### src/rtl/riscv_pkg.sv
// Shared RV32I definitions used by the decode stage, the immediate generator
// and the hazard controller.
//   - OP_*          : major opcode values (inst[6:0])
//   - fwd_sel_e     : EX operand source select
//   - stage_info_t  : per-stage destination shadow {valid, rd, regwrite, memread}
package riscv_pkg;

    localparam logic [6:0] OP_R      = 7'b0110011;
    localparam logic [6:0] OP_IMM    = 7'b0010011;
    localparam logic [6:0] OP_LOAD   = 7'b0000011;
    localparam logic [6:0] OP_STORE  = 7'b0100011;
    localparam logic [6:0] OP_BRANCH = 7'b1100011;
    localparam logic [6:0] OP_LUI    = 7'b0110111;
    localparam logic [6:0] OP_AUIPC  = 7'b0010111;
    localparam logic [6:0] OP_JAL    = 7'b1101111;
    localparam logic [6:0] OP_JALR   = 7'b1100111;

    typedef enum logic [1:0] {
        FWD_RF    = 2'b00,
        FWD_EXMEM = 2'b01,
        FWD_MEMWB = 2'b10
    } fwd_sel_e;

    typedef struct packed {
        logic       valid;
        logic [4:0] rd;
        logic       regwrite;
        logic       memread;
    } stage_info_t;

    localparam stage_info_t STAGE_NONE = '0;

endpackage

### src/rtl/inst_regs_dec.sv
// Register-usage decoder for the instruction sitting in IF/ID.
// Purely combinational.
//   inst      in  32  raw instruction
//   rs1/rs2   out 5   source register fields
//   rd        out 5   destination register field
//   use_rs1   out 1   rs1 is read and is not x0
//   use_rs2   out 1   rs2 is read and is not x0
//   regwrite  out 1   instruction writes a register other than x0
//   memread   out 1   instruction is a load
module inst_regs_dec
    import riscv_pkg::*;
(
    input  logic [31:0] inst,
    output logic [4:0]  rs1,
    output logic [4:0]  rs2,
    output logic [4:0]  rd,
    output logic        use_rs1,
    output logic        use_rs2,
    output logic        regwrite,
    output logic        memread
);

    logic [6:0] opcode;
    // funct3/funct7 do not affect register usage
    logic       unused_fields;

    assign opcode        = inst[6:0];
    assign rs1           = inst[19:15];
    assign rs2           = inst[24:20];
    assign rd            = inst[11:7];
    assign unused_fields = ^{inst[31:25], inst[14:12]};

    // x0 is folded in here so the hazard comparators never see it:
    // a read of x0 never matches and a write to x0 is never a write.
    always_comb begin
        use_rs1  = (opcode inside {OP_R, OP_IMM, OP_LOAD, OP_STORE, OP_BRANCH, OP_JALR})
                   && (rs1 != 5'd0);
        use_rs2  = (opcode inside {OP_R, OP_STORE, OP_BRANCH}) && (rs2 != 5'd0);
        regwrite = (opcode inside {OP_R, OP_IMM, OP_LOAD, OP_LUI, OP_AUIPC, OP_JAL, OP_JALR})
                   && (rd != 5'd0);
        memread  = (opcode == OP_LOAD);
    end

endmodule

### src/rtl/hazard_ctrl.sv
// Pipeline hazard controller for the 5-stage RV32I core.
// Shadows the destination state of EX/MEM/WB and compares it with the sources
// of the instruction in ID to produce stall, ID/EX bubble, branch flush and
// registered EX forwarding selects.
//
// Build option: FORWARD_EN
//   defined   : EX/MEM and MEM/WB forwarding; only load-use stalls (1 cycle).
//   undefined : no forwarding (fwd_* = 00); stall on any EX or MEM match.
//
// Ports:
//   clk              in  1      core clock, rising edge
//   rst              in  1      async active-high reset
//   id_inst          in  32     instruction in IF/ID
//   id_valid         in  1      IF/ID holds a real instruction
//   ex_branch_taken  in  1      control transfer in EX redirects PC
//   stall            out 1      hold PC and IF/ID
//   flush_id         out 1      invalidate IF/ID on next edge
//   bubble_ex        out 1      load NOP into ID/EX on next edge
//   fwd_a / fwd_b    out 2      EX operand selects (00 RF, 01 EX/MEM, 10 MEM/WB)
//   stall_cnt        out CNT_W  saturating count of stalled cycles
module hazard_ctrl
    import riscv_pkg::*;
#(
    parameter int CNT_W = 32
) (
    input  logic             clk,
    input  logic             rst,
    input  logic [31:0]      id_inst,
    input  logic             id_valid,
    input  logic             ex_branch_taken,
    output logic             stall,
    output logic             flush_id,
    output logic             bubble_ex,
    output logic [1:0]       fwd_a,
    output logic [1:0]       fwd_b,
    output logic [CNT_W-1:0] stall_cnt
);

    logic [4:0]  id_rs1, id_rs2, id_rd;
    logic        id_use_rs1, id_use_rs2, id_regwrite, id_memread;

    stage_info_t ex_p1, mem_p2, wb_p3;
    logic        ex_hit, mem_hit, stall_raw, advance;
    logic [CNT_W-1:0] stall_cnt_q;

    function automatic logic hit(input stage_info_t s, input logic [4:0] rs,
                                 input logic use_rs);
        return use_rs && s.valid && s.regwrite && (s.rd == rs);
    endfunction

    function automatic logic [CNT_W-1:0] sat_inc(input logic [CNT_W-1:0] v);
        return (&v) ? v : v + {{(CNT_W-1){1'b0}}, 1'b1};
    endfunction

    inst_regs_dec u_dec (
        .inst     (id_inst),
        .rs1      (id_rs1),
        .rs2      (id_rs2),
        .rd       (id_rd),
        .use_rs1  (id_use_rs1),
        .use_rs2  (id_use_rs2),
        .regwrite (id_regwrite),
        .memread  (id_memread)
    );

    assign ex_hit  = hit(ex_p1, id_rs1, id_use_rs1) | hit(ex_p1, id_rs2, id_use_rs2);
    assign mem_hit = hit(mem_p2, id_rs1, id_use_rs1) | hit(mem_p2, id_rs2, id_use_rs2);

`ifdef FORWARD_EN
    assign stall_raw = ex_hit & ex_p1.memread;
`else
    assign stall_raw = ex_hit | mem_hit;
`endif

    // A taken branch discards the ID instruction, so it overrides any stall.
    assign stall     = id_valid & stall_raw & ~ex_branch_taken;
    assign bubble_ex = stall | ex_branch_taken;
    assign flush_id  = ex_branch_taken;
    assign advance   = id_valid & ~stall & ~ex_branch_taken;
    assign stall_cnt = stall_cnt_q;

    // ---- ID -> EX -> MEM -> WB shadow pipeline ----
    always_ff @(posedge clk or posedge rst) begin
        if (rst) begin
            ex_p1  <= STAGE_NONE;
            mem_p2 <= STAGE_NONE;
            wb_p3  <= STAGE_NONE;
        end else begin
            wb_p3  <= mem_p2;
            mem_p2 <= ex_p1;
            ex_p1  <= advance ? {1'b1, id_rd, id_regwrite, id_memread} : STAGE_NONE;
        end
    end

    always_ff @(posedge clk or posedge rst) begin
        if (rst) begin
            stall_cnt_q <= '0;
        end else if (stall) begin
            stall_cnt_q <= sat_inc(stall_cnt_q);
        end
    end

`ifdef FORWARD_EN
    fwd_sel_e fwd_a_p1, fwd_b_p1;

    // Nearest producer wins: EX/MEM is younger than MEM/WB.
    function automatic fwd_sel_e fwd_pick(input logic [4:0] rs, input logic use_rs);
        if (hit(ex_p1, rs, use_rs)) begin
            return FWD_EXMEM;
        end else if (hit(mem_p2, rs, use_rs)) begin
            return FWD_MEMWB;
        end
        return FWD_RF;
    endfunction

    // ---- ID -> EX forwarding select ----
    always_ff @(posedge clk or posedge rst) begin
        if (rst) begin
            fwd_a_p1 <= FWD_RF;
            fwd_b_p1 <= FWD_RF;
        end else if (advance) begin
            fwd_a_p1 <= fwd_pick(id_rs1, id_use_rs1);
            fwd_b_p1 <= fwd_pick(id_rs2, id_use_rs2);
        end else begin
            fwd_a_p1 <= FWD_RF;
            fwd_b_p1 <= FWD_RF;
        end
    end

    assign fwd_a = fwd_a_p1;
    assign fwd_b = fwd_b_p1;

    // Regfile is write-through, so the WB shadow and MEM load flag have no reader.
    logic unused_shadow;
    assign unused_shadow = ^{wb_p3, mem_p2.memread};
`else
    assign fwd_a = FWD_RF;
    assign fwd_b = FWD_RF;

    // Without forwarding the load flag is irrelevant; WB is never a hazard source.
    logic unused_shadow;
    assign unused_shadow = ^{wb_p3, mem_p2.memread, ex_p1.memread};
`endif

endmodule
### config.mk
export PLATFORM = sky130hd
export DESIGN_NAME = hazard_ctrl
export DESIGN_NICKNAME = d
export VERILOG_FILES = /design/src/rtl/riscv_pkg.sv /design/src/rtl/inst_regs_dec.sv /design/src/rtl/hazard_ctrl.sv
export SDC_FILE = /design/constraint.sdc
export NUM_CORES = 1
export LEC_CHECK = 0
export BUFFER_PORTS_ARGS = -buffer_cell sky130_fd_sc_hd__buf_2
export CORE_UTILIZATION = 28
export CTS_BUF_LIST = sky130_fd_sc_hd__clkbuf_8
export DETAILED_ROUTE_END_ITERATION = 8
export GPL_TIMING_DRIVEN = 0
export HOLD_SLACK_MARGIN = 0.06
export PLACE_DENSITY = 0.45
export SLEW_MARGIN = 20
export SYNTH_ARGS = -nofsm -noshare
export SYNTH_HDL_FRONTEND = slang
export SYNTH_HIERARCHICAL = 1
export SYNTH_SLANG_ARGS = --single-unit
### constraint.sdc
create_clock -name clk -period 2.5 [get_ports clk]
set_input_delay 0.25 -clock clk [delete_from_list [all_inputs] [get_ports clk]]
set_output_delay 0.25 -clock clk [all_outputs]
set_load 0.02 [all_outputs]
==> results of run 1 <==
-- flip-flops by register name, indices dropped and copies added (netlist names) --
register,flops
ex_p1,7
mem_p2,7
stall_cnt,32
-- tightest hold or removal path, stage by stage --
cell    delay [ns]
buf_2         0.08
buf_4         0.09
and2_1        0.10
-- area by class of cell --
class	instances	area [sq um]
buffer	25	183
tap	108	135
multi-input combinational	183	1300
clock inverter	2	60.1
clock buffer	6	82.6
fill	935	5590
sequential	46	1150
inverter	3	11.3
timing repair buffer	62	330
-- path summary, 6_finish.rpt --
| path | from | end | slack, ns |
|---|---|---|---|
| max | id_inst[20] | bubble_ex | 0.12 |
| min | id_inst[7] | ex_p1[2]$_DFF_PP0_ | 0.25 |
| max reg2reg | stall_cnt[0]$_DFFE_PP0P_ | stall_cnt[1]$_DFFE_PP0P_ | 0.22 |
| min reg2reg | ex_p1[1]$_DFF_PP0_ | mem_p2[1]$_DFF_PP0_ | 0.42 |
| max in group asynchronous | rst | ex_p1[6]$_DFF_PP0_ | 1.54 |
| min in group asynchronous | rst | stall_cnt[10]$_DFFE_PP0P_ | 0.48 |
-- power breakdown --
| group | total [mW] | switching (mW) | internal [mW] |
|---|---|---|---|
| logic | 0.135 | 0.0673 | 0.0673 |
| clock network | 0.684 | 0.257 | 0.427 |
| registers | 0.760 | 0.00816 | 0.751 |
| total | 1.58 | 0.333 | 1.25 |
-- what timing repair did --
action	in CTS	in global routing
endpoints found under the setup margin	1	6
hold buffers	1	0
hold endpoints to repair	16	0
gates resized for setup	2	6
pin swaps	0	1
-- metrics by stage --
step	instances	total power, mW	instance area, sq um	setup TNS [ns]
after floorplan	257	0.861	2620	0
after global placement	425	0.906	3050	-0.493
after detailed placement	426	0.910	3070	-0.534
after CTS	435	1.60	3230	0
after global routing	435	1.64	3250	0
final	435	1.58	3250	0
-- per-layer routing --
metal,GRT usage,share of wire
met5,0,0
met4,0.0310,0.0077
met3,0.0255,0.037
met2,0.206,0.45
met1,0.184,0.51
==> out/summary.md, run 1 <==
The flow ran to the end, and the final reports show no timing, DRC or antenna violations. For the pin with the worst max-slew slack, the measured transition is 0.671 ns. The analysis attributes to cell leakage a power of 1.53 nW. Residual antenna-violating net count after detailed routing: 0. The starting density of the core is 0.295. In this run the number of cells on the critical path is 10. The logs give 254 for the number of instances in the synthesized netlist and 75 for the top-level port count. The signal on the critical path passes through buf_2 > or4_4 > o211ai_2 > nor2_1 > nand4_1 > o22a_1 > nand2_4 > clkbuf_4 > a21o_1 > buf_2. The total overflow left after global routing is 0. The run gives 0 as the post-CTS setup buffer count. Detailed placement finished with a half-perimeter wire length of 4650 um.

0 antenna diodes ended up in the layout. In the layout the commonest cells are buf_2 (62), dfrtp_1 (46), xnor2_1 (43). Max-cap violations in this run came to 0. The total core area was 8850 sq um. The final routed wirelength across all metal layers came out at 6000 um.

Clock-pin slew was measured on the worst setup and hold paths at 0.09 ns. Hold timing on the final database bottoms out at a slack of 0.254 ns. The class of the worst hold path was in2reg. The critical path's most frequent cell is buf_2. Buffers inserted during clock tree synthesis total 5. On the critical path the largest part of the delay comes from simple AND/OR/NAND/NOR gates.

Power spread over the standard cell area amounts to 485 nW/um^2. The tools report the number of antenna violations at the first check in global routing as 0. Along the worst hold path, the cell count comes to 3. The tools report the startpoint kind of the worst setup timing path as an input port. The worst ir drop on vdd was 0.221 mV; the final period utilization was 0.951. Kind of capture point of the worst setup path: a primary output. The die covers 9700 sq um. The run gives 2,050 as the via count of the routed design.

Dividing the synthesized area by the synthesized cell count gives 10.3 sq um. The final RePlAce weighted congestion came out at 0.778. The worst slack at placement was -0.161 ns; the number of detailed-route iterations in the first pass was 6. The clock tree synthesis step divided the H-tree into 2 levels. Number of nets at the end of the flow: 363.

Setup repair after global routing left no endpoint under its margin. The logs give 2610 sq um for the netlist area before placement and 0 for the number of hold violations in the final report. The logs give 10,000 um for the wire length of the first global-routing pass and 31 for the maximum number of pins on one net before global-route repair. The maximum net fanout on the critical path was 10; the total clock sinks was 46.

The worst path in the final design needs a cycle of 2.38 ns, including I/O delays and setup. Timing-limited maximum frequency: 420 MHz. The share of the core filled with cells in the final layout came out at 0.368. The largest incremental delay on the critical path was 0.53 ns. The library cell used most frequently in the layout, excluding fill and tap cells, is buf_2. The floorplan has 34 rows.

The clock latency on the worst-skew pair was 0.30 ns. The library cell used as clock root buffer was clkbuf_8. TritonCTS built the clock tree. Counting both buffers and inverters, the worst setup path holds a total of 3. The run gives 6 as the total of warnings raised by yosys. The signal arrival time at the worst endpoint was 2.13 ns; the number of cells on the worst reg-to-reg path was 8. The final worst slack came out at 0.121 ns. For this design, the slowest cell found on the critical path is or4_4.

The clock passes through at most 2 buffers. Measured along the x axis, the die boundary spans 98.5 um. Relative to the synthesized area, the layout overhead comes to 24.8%. Via count of the first global-routing pass: 2,030. For the final database, setup skew stands at 0.0106 ns.

Number of vias per cell after detailed routing: 4.71. The post-detailed-route DRC marker count came out at 0. For the worst setup path, the data required time is 2.25 ns. The total of buffers placed on input and output ports was 60; the die height was 98.5 um.

The proportion of layout cells with a drive suffix above 1 was 0.324; the worst relative slew slack was 0.549. The count of routing violations after the opening detailed-route iteration was 58; the post-detailed-route wirelength per cell was 13.8 um. The number of pins with negative max-slew slack in the final report is 0. The type of the worst setup path was in2out. The logs give 0.130 for the total routing usage reported by global routing and 0 for the final setup violation count.
(Power assumes the default switching activity.)
==> inputs of run 2 (changes only) <==
--- a/config.mk
+++ b/config.mk
@@ -5,13 +5,14 @@
 export SDC_FILE = /design/constraint.sdc
 export NUM_CORES = 1
 export LEC_CHECK = 0
+export ABC_AREA = 1
 export BUFFER_PORTS_ARGS = -buffer_cell sky130_fd_sc_hd__buf_2
 export CORE_UTILIZATION = 28
 export CTS_BUF_LIST = sky130_fd_sc_hd__clkbuf_8
 export DETAILED_ROUTE_END_ITERATION = 8
 export GPL_TIMING_DRIVEN = 0
 export HOLD_SLACK_MARGIN = 0.06
-export PLACE_DENSITY = 0.45
+export PLACE_DENSITY = 0.44
 export SLEW_MARGIN = 20
 export SYNTH_ARGS = -nofsm -noshare
 export SYNTH_HDL_FRONTEND = slang
==> run 2 against run 1 <==
Compared with the run above: the run now ends with DRC left; synthesized cell count is 110% higher; cell count is 72% higher; combinational power is 17% higher; largest power group unchanged.
==> out/summary.md, run 2 <==
The run finished, with violations left. The checks that failed: DRC. The gate family responsible for the most delay along the worst path is simple AND/OR/NAND/NOR gates (unchanged).

The logs give 11,600 sq um (was 8850 sq um) for the total core area and 6 (unchanged) for the number of detailed-route iterations in the first pass. The tools report the final worst slack as 0.411 ns (was 0.121 ns). Critical hold path startpoint: id_inst[11] (was id_inst[7]). The most common cell after layout, fill and taps aside was nand2_1 (was buf_2). Data required time at the worst endpoint: 2.25 ns (about the same).

The total of cells resized after clock tree synthesis was 0 (was 2); the wire length of the first global-routing pass was 16,500 um (was 10,000 um). Sum of negative setup slack: 0 ns (unchanged). The class of the worst hold path was in2reg (unchanged). The tools report the via count of the routed design as 3,414 (was 2,050).

The type of the worst setup path is in2out (unchanged). The total routing usage reported by global routing is 0.165 (was 0.130). TritonCTS built the clock tree. Worst flop-to-flop path startpoint: stall_cnt[0]$_DFFE_PP0P_ (unchanged). The post-detailed-route DRC marker count came out at 2 (was 0). The run gives 2 (unchanged) as the largest buffer count on any clock path.

The number of antenna repair diodes is 0 (unchanged). The run gives 46 (unchanged) as the total clock sinks. Row count: 39 (was 34). The die height was 112 um (was 98.5 um); the worst slack at placement was 0.271 ns (was -0.161 ns). For the post-CTS setup buffer count, the log shows 0 (unchanged). Setup repair after global routing left no endpoint under its margin. The logs give 1.84 ns (was 2.13 ns) for the signal arrival time at the worst endpoint and 0.250 ns (was 0.254 ns) for the worst hold slack. For the number of pins with negative max-slew slack in the final report, the log shows 0 (unchanged). The run gives 6 (unchanged) as the total of warnings raised by yosys. Critical Path, Cell by Cell: buf_2 > inv_2 > nand2_2 > nor2_1 > nand2_1 > a21oi_2 > nand3_1 > a21oi_1 > nand3_1 > nand2_1 > nor2_1 > o21ai_0 > buf_2 (was buf_2 > or4_4 > o211ai_2 > nor2_1 > nand4_1 > o22a_1 > nand2_4 > clkbuf_4 > a21o_1 > buf_2). For the top-level port count, the log shows 75 (unchanged).

The number of hold violations in the final report was 0 (unchanged); the number of flip-flops under the largest register name was 32 (unchanged). The power per cell area is 354 nW/um^2 (was 485 nW/um^2), and the number of instances in the placed design is 740 (was 426). The residual antenna-violating net count after detailed routing was 0 (unchanged); the maximum net fanout on the critical path was 4 (was 10).

The logs give 2 (unchanged) for the H-tree level count and 642 (was 363) for the number of nets at the end of the flow. The worst-path cell with the longest stage delay was o21ai_0 (was or4_4). The logs give 479 MHz (was 420 MHz) for the timing-limited maximum frequency and 533 (was 254) for the number of instances in the synthesized netlist. The run gives 5 (unchanged) as the number of buffers added by the clock tree synthesis step. The slack of the worst reg-to-reg path came out at 0.43 ns (was 0.22 ns). The worst ir drop on vdd came out at 0.223 mV (was 0.221 mV). The reported leakage power is 2.13 nW (was 1.53 nW). The final period utilization was 0.836 (was 0.951); the slew of the pin with the lowest slew margin was 0.536 ns (was 0.671 ns). For the share of the core filled with cells in the final layout, the log shows 0.346 (was 0.368). The kind of capture point of the worst setup path is a primary output (unchanged). The width of the die was 112 um (was 98.5 um). Total area of multi-input combinational cells: 1820 sq um (was 1300 sq um). The startpoint kind of the worst setup timing path was an input port (unchanged).

The count of routing violations after the opening detailed-route iteration was 241 (was 58). The worst-case clock skew came out at 0.0147 ns (was 0.0106 ns). The tools report the final RePlAce weighted congestion as 0.855 (was 0.778). The clock input transition at the sequential cells of the worst setup and hold paths works out to 0.11 ns (was 0.09 ns).

The largest incremental delay on the critical path was 0.25 ns (was 0.53 ns). The tools report the final setup violation count as 0 (unchanged). The number of buffer and inverter instances along the worst setup path is 3 (unchanged). The run gives 0 (unchanged) as the number of antenna violations at the first check in global routing. The tools report the HPWL after detailed placement as 8090 um (was 4650 um).

Commonest cells after routing, fill and taps aside: nand2_1 (216), buf_2 (66), nor2_1 (65) (was buf_2 (62), dfrtp_1 (46), xnor2_1 (43)). The run gives 0 (unchanged) as the total global routing overflow. The number of vias per cell after detailed routing works out to 4.56 (was 4.71). The via count of the first global-routing pass was 3,320 (was 2,030); the layout filler cell count was 1,289 (was 935).

The worst relative slew slack is 0.643 (was 0.549), and the post-detailed-route wirelength per cell is 13.5 um (was 13.8 um). The total of buffers placed on input and output ports was 60 (unchanged). Maximum number of pins on one net before global-route repair: 29 (was 31). The average footprint of a synthesized cell came out at 6.39 sq um (was 10.3 sq um). The logs give 12,600 sq um (was 9700 sq um) for the die outline area and 1150 sq um (unchanged) for the area used by sequential logic in the layout.

The post-layout minimum cycle time was 2.09 ns (was 2.38 ns); the netlist area before placement was 3400 sq um (was 2610 sq um). The final routed wirelength across all metal layers is 10,100 um (was 6000 um), and the area growth from synthesis to layout is 18.0% (was 24.8%). The starting density of the core was 0.293 (was 0.295); the final instance count without filler cells was 749 (was 435).

The library cell used as clock root buffer was clkbuf_8 (unchanged). The reported max-cap violation count was 0 (unchanged). The tools report the launching element of the worst setup path as id_inst[4] (was id_inst[20]). Proportion of layout cells with a drive suffix above 1: 0.196 (was 0.324). For the clock latency on the worst-skew pair, the log shows 0.32 ns (was 0.30 ns).
-- run 2: layer usage --
layer	global-route usage	up-vias	part of all wire
li1	-	1788	-
met1	0.232	1562	0.50
met2	0.272	59	0.45
met3	0.0216	5	0.038
met4	0.0320	0	0.0076
met5	0	-	0
-- run 2: timing repair --
| item | in CTS | in global routing |
|---|---|---|
| endpoints found under the hold margin | 18 | 0 |
| hold buffers | 1 | 0 |
| endpoints found under the setup margin | 0 | 0 |
-- run 2: worst min-delay path, stage by stage --
cell	delay, ns
buf_2	0.10
buf_4	0.12
inv_1	0.04
nor2_1	0.03
-- run 2: final cells by class --
class	instances	share of cell area
Clock buffer	5	0.0171
Timing Repair Buffer	62	0.0822
Buffer	32	0.0560
Multi-Input combinational cell	399	0.452
Inverter	59	0.0551
Clock inverter	3	0.00623
Tap cell	143	0.0445
Sequential cell	46	0.286
-- run 2: power by group --
group	internal (mW)	switching [mW]	total [mW]
registers	0.752	0.00724	0.759
logic	0.0640	0.0940	0.158
clock network	0.203	0.301	0.504
total	1.02	0.402	1.42
-- run 2: path summary, 6_finish.rpt --
| path | cells past startpoint | to |
|---|---|---|
| worst min register to register | 0 | mem_p2[1]$_DFF_PP0_ |
| min in group asynchronous | 3 | stall_cnt[31]$_DFFE_PP0P_ |
| worst min-delay path | 4 | ex_p1[6]$_DFF_PP0_ |
| worst max-delay path | 13 | bubble_ex |
| max in group asynchronous | 4 | stall_cnt[15]$_DFFE_PP0P_ |
| worst max register to register | 10 | stall_cnt[0]$_DFFE_PP0P_ |
-- run 2: per-stage QoR --
stage	area (sq um)	power, mW
2_1_floorplan	3420	0.876
3_3_place_gp	3890	0.925
4_1_cts	4020	1.44
3_5_place_dp	3920	0.932
6_report	4020	1.42
5_1_grt	4020	1.49
==> inputs of run 3 (changes only) <==
==> constraint.sdc (replaced) <==
create_clock -name clk -period 2 [get_ports clk]
set_input_delay 0.2 -clock clk [delete_from_list [all_inputs] [get_ports clk]]
set_output_delay 0.2 -clock clk [all_outputs]
set_load 0.02 [all_outputs]
==> run 3 against run 2 <==
Compared with the run above: the flow still finishes with violations (DRC); global-route usage is essentially flat; clock power grew 24%; worst setup slack lost 0.32 ns; via count is essentially flat; sequential power grew 25%; total power grew 25%; first-iteration DRC count grew 4.1%; die area is the same; largest power group unchanged; highest routed layer unchanged.
==> out/summary.md, run 3 (synthesis gave the netlist of run 2 again) <==
The logs give 2 (unchanged) for the H-tree level count and 1.80 ns (was 2.25 ns) for the data required time at the worst endpoint. The total core area came out at 11,600 sq um (unchanged). The post-detailed-route DRC marker count is 2 (unchanged), and the number of pins with negative max-slew slack in the final report is 0 (unchanged).

The worst-path cell with the longest stage delay was buf_2 (was o21ai_0). The final routed wirelength across all metal layers is 10,100 um (about the same). The post-layout minimum cycle time is 1.91 ns. The number of buffers added by the clock tree synthesis step came out at 5 (unchanged). The worst relative slew slack came out at 0.646 (was 0.643). For the total global routing overflow, the log shows 0 (unchanged). The number of antenna violations at the first check in global routing was 0 (unchanged).

The number of instances in the placed design came out at 740 (unchanged). The number of antenna repair diodes is 0 (unchanged). The flow ran to the end, but the final reports show violations. The wire length of the first global-routing pass was 16,500 um (about the same).

The number of nets at the end of the flow is 643 (was 642), and the maximum number of pins on one net before global-route repair is 29 (unchanged). The clock input transition at the sequential cells of the worst setup and hold paths works out to 0.11 ns (about the same). The class of the worst hold path was in2reg (unchanged).

TritonCTS built the clock tree. The total routing usage reported by global routing came out at 0.165 (about the same). The width of the die came out at 112 um (unchanged). The clock latency on the worst-skew pair was 0.31 ns (was 0.32 ns). The slew of the pin with the lowest slew margin works out to 0.531 ns (was 0.536 ns).

Area growth from synthesis to layout: 19.3% (was 18.0%). Failing checks: DRC (unchanged). The worst slack at placement came out at -0.179 ns (was 0.271 ns).

Worst-case clock skew: 0.0147 ns (about the same). The via count of the routed design was 3,413 (was 3,414); the post-detailed-route wirelength per cell was 13.4 um (was 13.5 um). The kind of capture point of the worst setup path was a primary output (unchanged). Library cell used as clock root buffer: clkbuf_8 (unchanged).

The maximum net fanout on the critical path works out to 4 (unchanged). The most common cell after layout, fill and taps aside was nand2_1 (unchanged). The number of buffer and inverter instances along the worst setup path is 3 (unchanged), and the signal arrival time at the worst endpoint is 1.71 ns (was 1.84 ns). Gate family responsible for the most delay along the worst path: simple AND/OR/NAND/NOR gates (unchanged). The tools report the startpoint kind of the worst setup timing path as an input port (unchanged). The tools report the top-level port count as 75 (unchanged). The worst ir drop on vdd came out at 0.277 mV (was 0.223 mV). The final worst slack was 0.0883 ns (was 0.411 ns); the total clock sinks was 46 (unchanged).

The tools report the reported max-cap violation count as 0 (unchanged). The type of the worst setup path is in2out (unchanged). Setup repair after global routing could not meet its margin everywhere. The residual antenna-violating net count after detailed routing was 0 (unchanged); the number of detailed-route iterations in the first pass was 6 (unchanged). The largest buffer count on any clock path was 2 (unchanged). Critical Path, Cell by Cell: buf_2 > inv_2 > nand2_2 > nor2_1 > nand2_1 > a21oi_2 > nand3_1 > a21oi_1 > nand3_1 > nand2_1 > nor2_2 > nor3_1 > buf_2 (was buf_2 > inv_2 > nand2_2 > nor2_1 > nand2_1 > a21oi_2 > nand3_1 > a21oi_1 > nand3_1 > nand2_1 > nor2_1 > o21ai_0 > buf_2). The power per cell area is 436 nW/um^2 (was 354 nW/um^2), and the row count is 39 (unchanged). The final RePlAce weighted congestion was 0.855 (unchanged). The count of routing violations after the opening detailed-route iteration is 251 (was 241), and the HPWL after detailed placement is 8090 um (unchanged).

The number of vias per cell after detailed routing is 4.55 (was 4.56), and the final period utilization is 0.956. The logs give 0 (unchanged) for the number of hold violations in the final report and 12,600 sq um (unchanged) for the die outline area. The final setup violation count was 0 (unchanged).

Commonest cells after routing, fill and taps aside: nand2_1 (216), buf_2 (65), nor2_1 (64) (was nand2_1 (216), buf_2 (66), nor2_1 (65)). The starting density of the core is 0.293 (unchanged). The timing-limited maximum frequency is 523 MHz. The proportion of layout cells with a drive suffix above 1 is 0.204 (was 0.196). The die height was 112 um (unchanged); the number of flip-flops under the largest register name was 32 (unchanged). The total of buffers placed on input and output ports is 60 (unchanged), and the layout filler cell count is 1,289 (unchanged). The largest incremental delay on the critical path was 0.21 ns (was 0.25 ns). The final instance count without filler cells is 750 (was 749), and the reported leakage power is 2.13 nW (about the same).

The tools report the worst hold slack as 0.205 ns (was 0.250 ns). The run gives 3,323 (was 3,320) as the via count of the first global-routing pass.
-- run 3: what timing repair did --
| item | 4_1_cts | 5_1_grt |
|---|---|---|
| hold endpoints to repair | 18 | 0 |
| resized for setup | 2 | 7 |
| hold buffers | 1 | 0 |
| setup endpoints to repair | 31 | 33 |
| buffers inserted | 0 | 1 |
-- run 3: path summary, 6_finish.rpt --
kind | startpoint | endpoint | slack [ns] | cells after the start
worst max-delay path | id_inst[4] | stall | 0.09 | 13
worst min-delay path | id_inst[11] | ex_p1[6]$_DFF_PP0_ | 0.21 | 4
worst max register to register | stall_cnt[0]$_DFFE_PP0P_ | stall_cnt[20]$_DFFE_PP0P_ | 0.16 | 9
worst min register to register | ex_p1[1]$_DFF_PP0_ | mem_p2[1]$_DFF_PP0_ | 0.42 | 0
max in group asynchronous | rst | stall_cnt[16]$_DFFE_PP0P_ | 1.05 | 4
min in group asynchronous | rst | stall_cnt[31]$_DFFE_PP0P_ | 0.44 | 3
-- run 3: cell type report --
class | instances | area (sq um) | share of cell area
multi-input cells | 399 | 1850 | 0.455
flip-flops and latches | 46 | 1150 | 0.284
repair buffers | 63 | 338 | 0.0832
plain buffers | 32 | 228 | 0.0561
inverters | 59 | 221 | 0.0545
well taps | 143 | 179 | 0.0440
clock buffers | 5 | 68.8 | 0.0169
clock inverters | 3 | 25.0 | 0.00616
-- run 3: layer usage --
metal,up-vias,routed length [um],GRT usage
li1,1789,-,-
met5,-,0,0
met4,0,42,0.0347
met2,52,4570,0.271
met3,2,332,0.0205
met1,1570,5120,0.233
-- run 3: report_power, final --
group | switching (mW) | internal (mW) | total, mW | leakage (nW)
clock | 0.372 | 0.254 | 0.625 | 0.0447
sequential | 0.00905 | 0.940 | 0.949 | 0.632
combinational | 0.118 | 0.0801 | 0.198 | 1.45
-- run 3: worst register-to-register path: stages, from the launching register on --
cell	delay, ns
dfrtp_2	0.44
ha_4	0.19
nand3_2	0.17
nor2_4	0.15
nand3_2	0.11
nor2_2	0.14
nand3_4	0.12
buf_2	0.23
nand4_1	0.12
nand2_1	0.06
-- run 3: metrics by stage --
| stage | area, sq um | power [mW] | TNS (ns) | utilization |
|---|---|---|---|---|
| after floorplan | 3420 | 1.09 | 0 | - |
| after global placement | 3890 | 1.16 | -3.40 | 0.335 |
| after detailed placement | 3920 | 1.17 | -4.09 | 0.337 |
| after CTS | 4020 | 1.81 | 0 | 0.346 |
| after global routing | 4060 | 1.87 | -0.117 | 0.350 |
| final | 4060 | 1.77 | 0 | 0.350 |
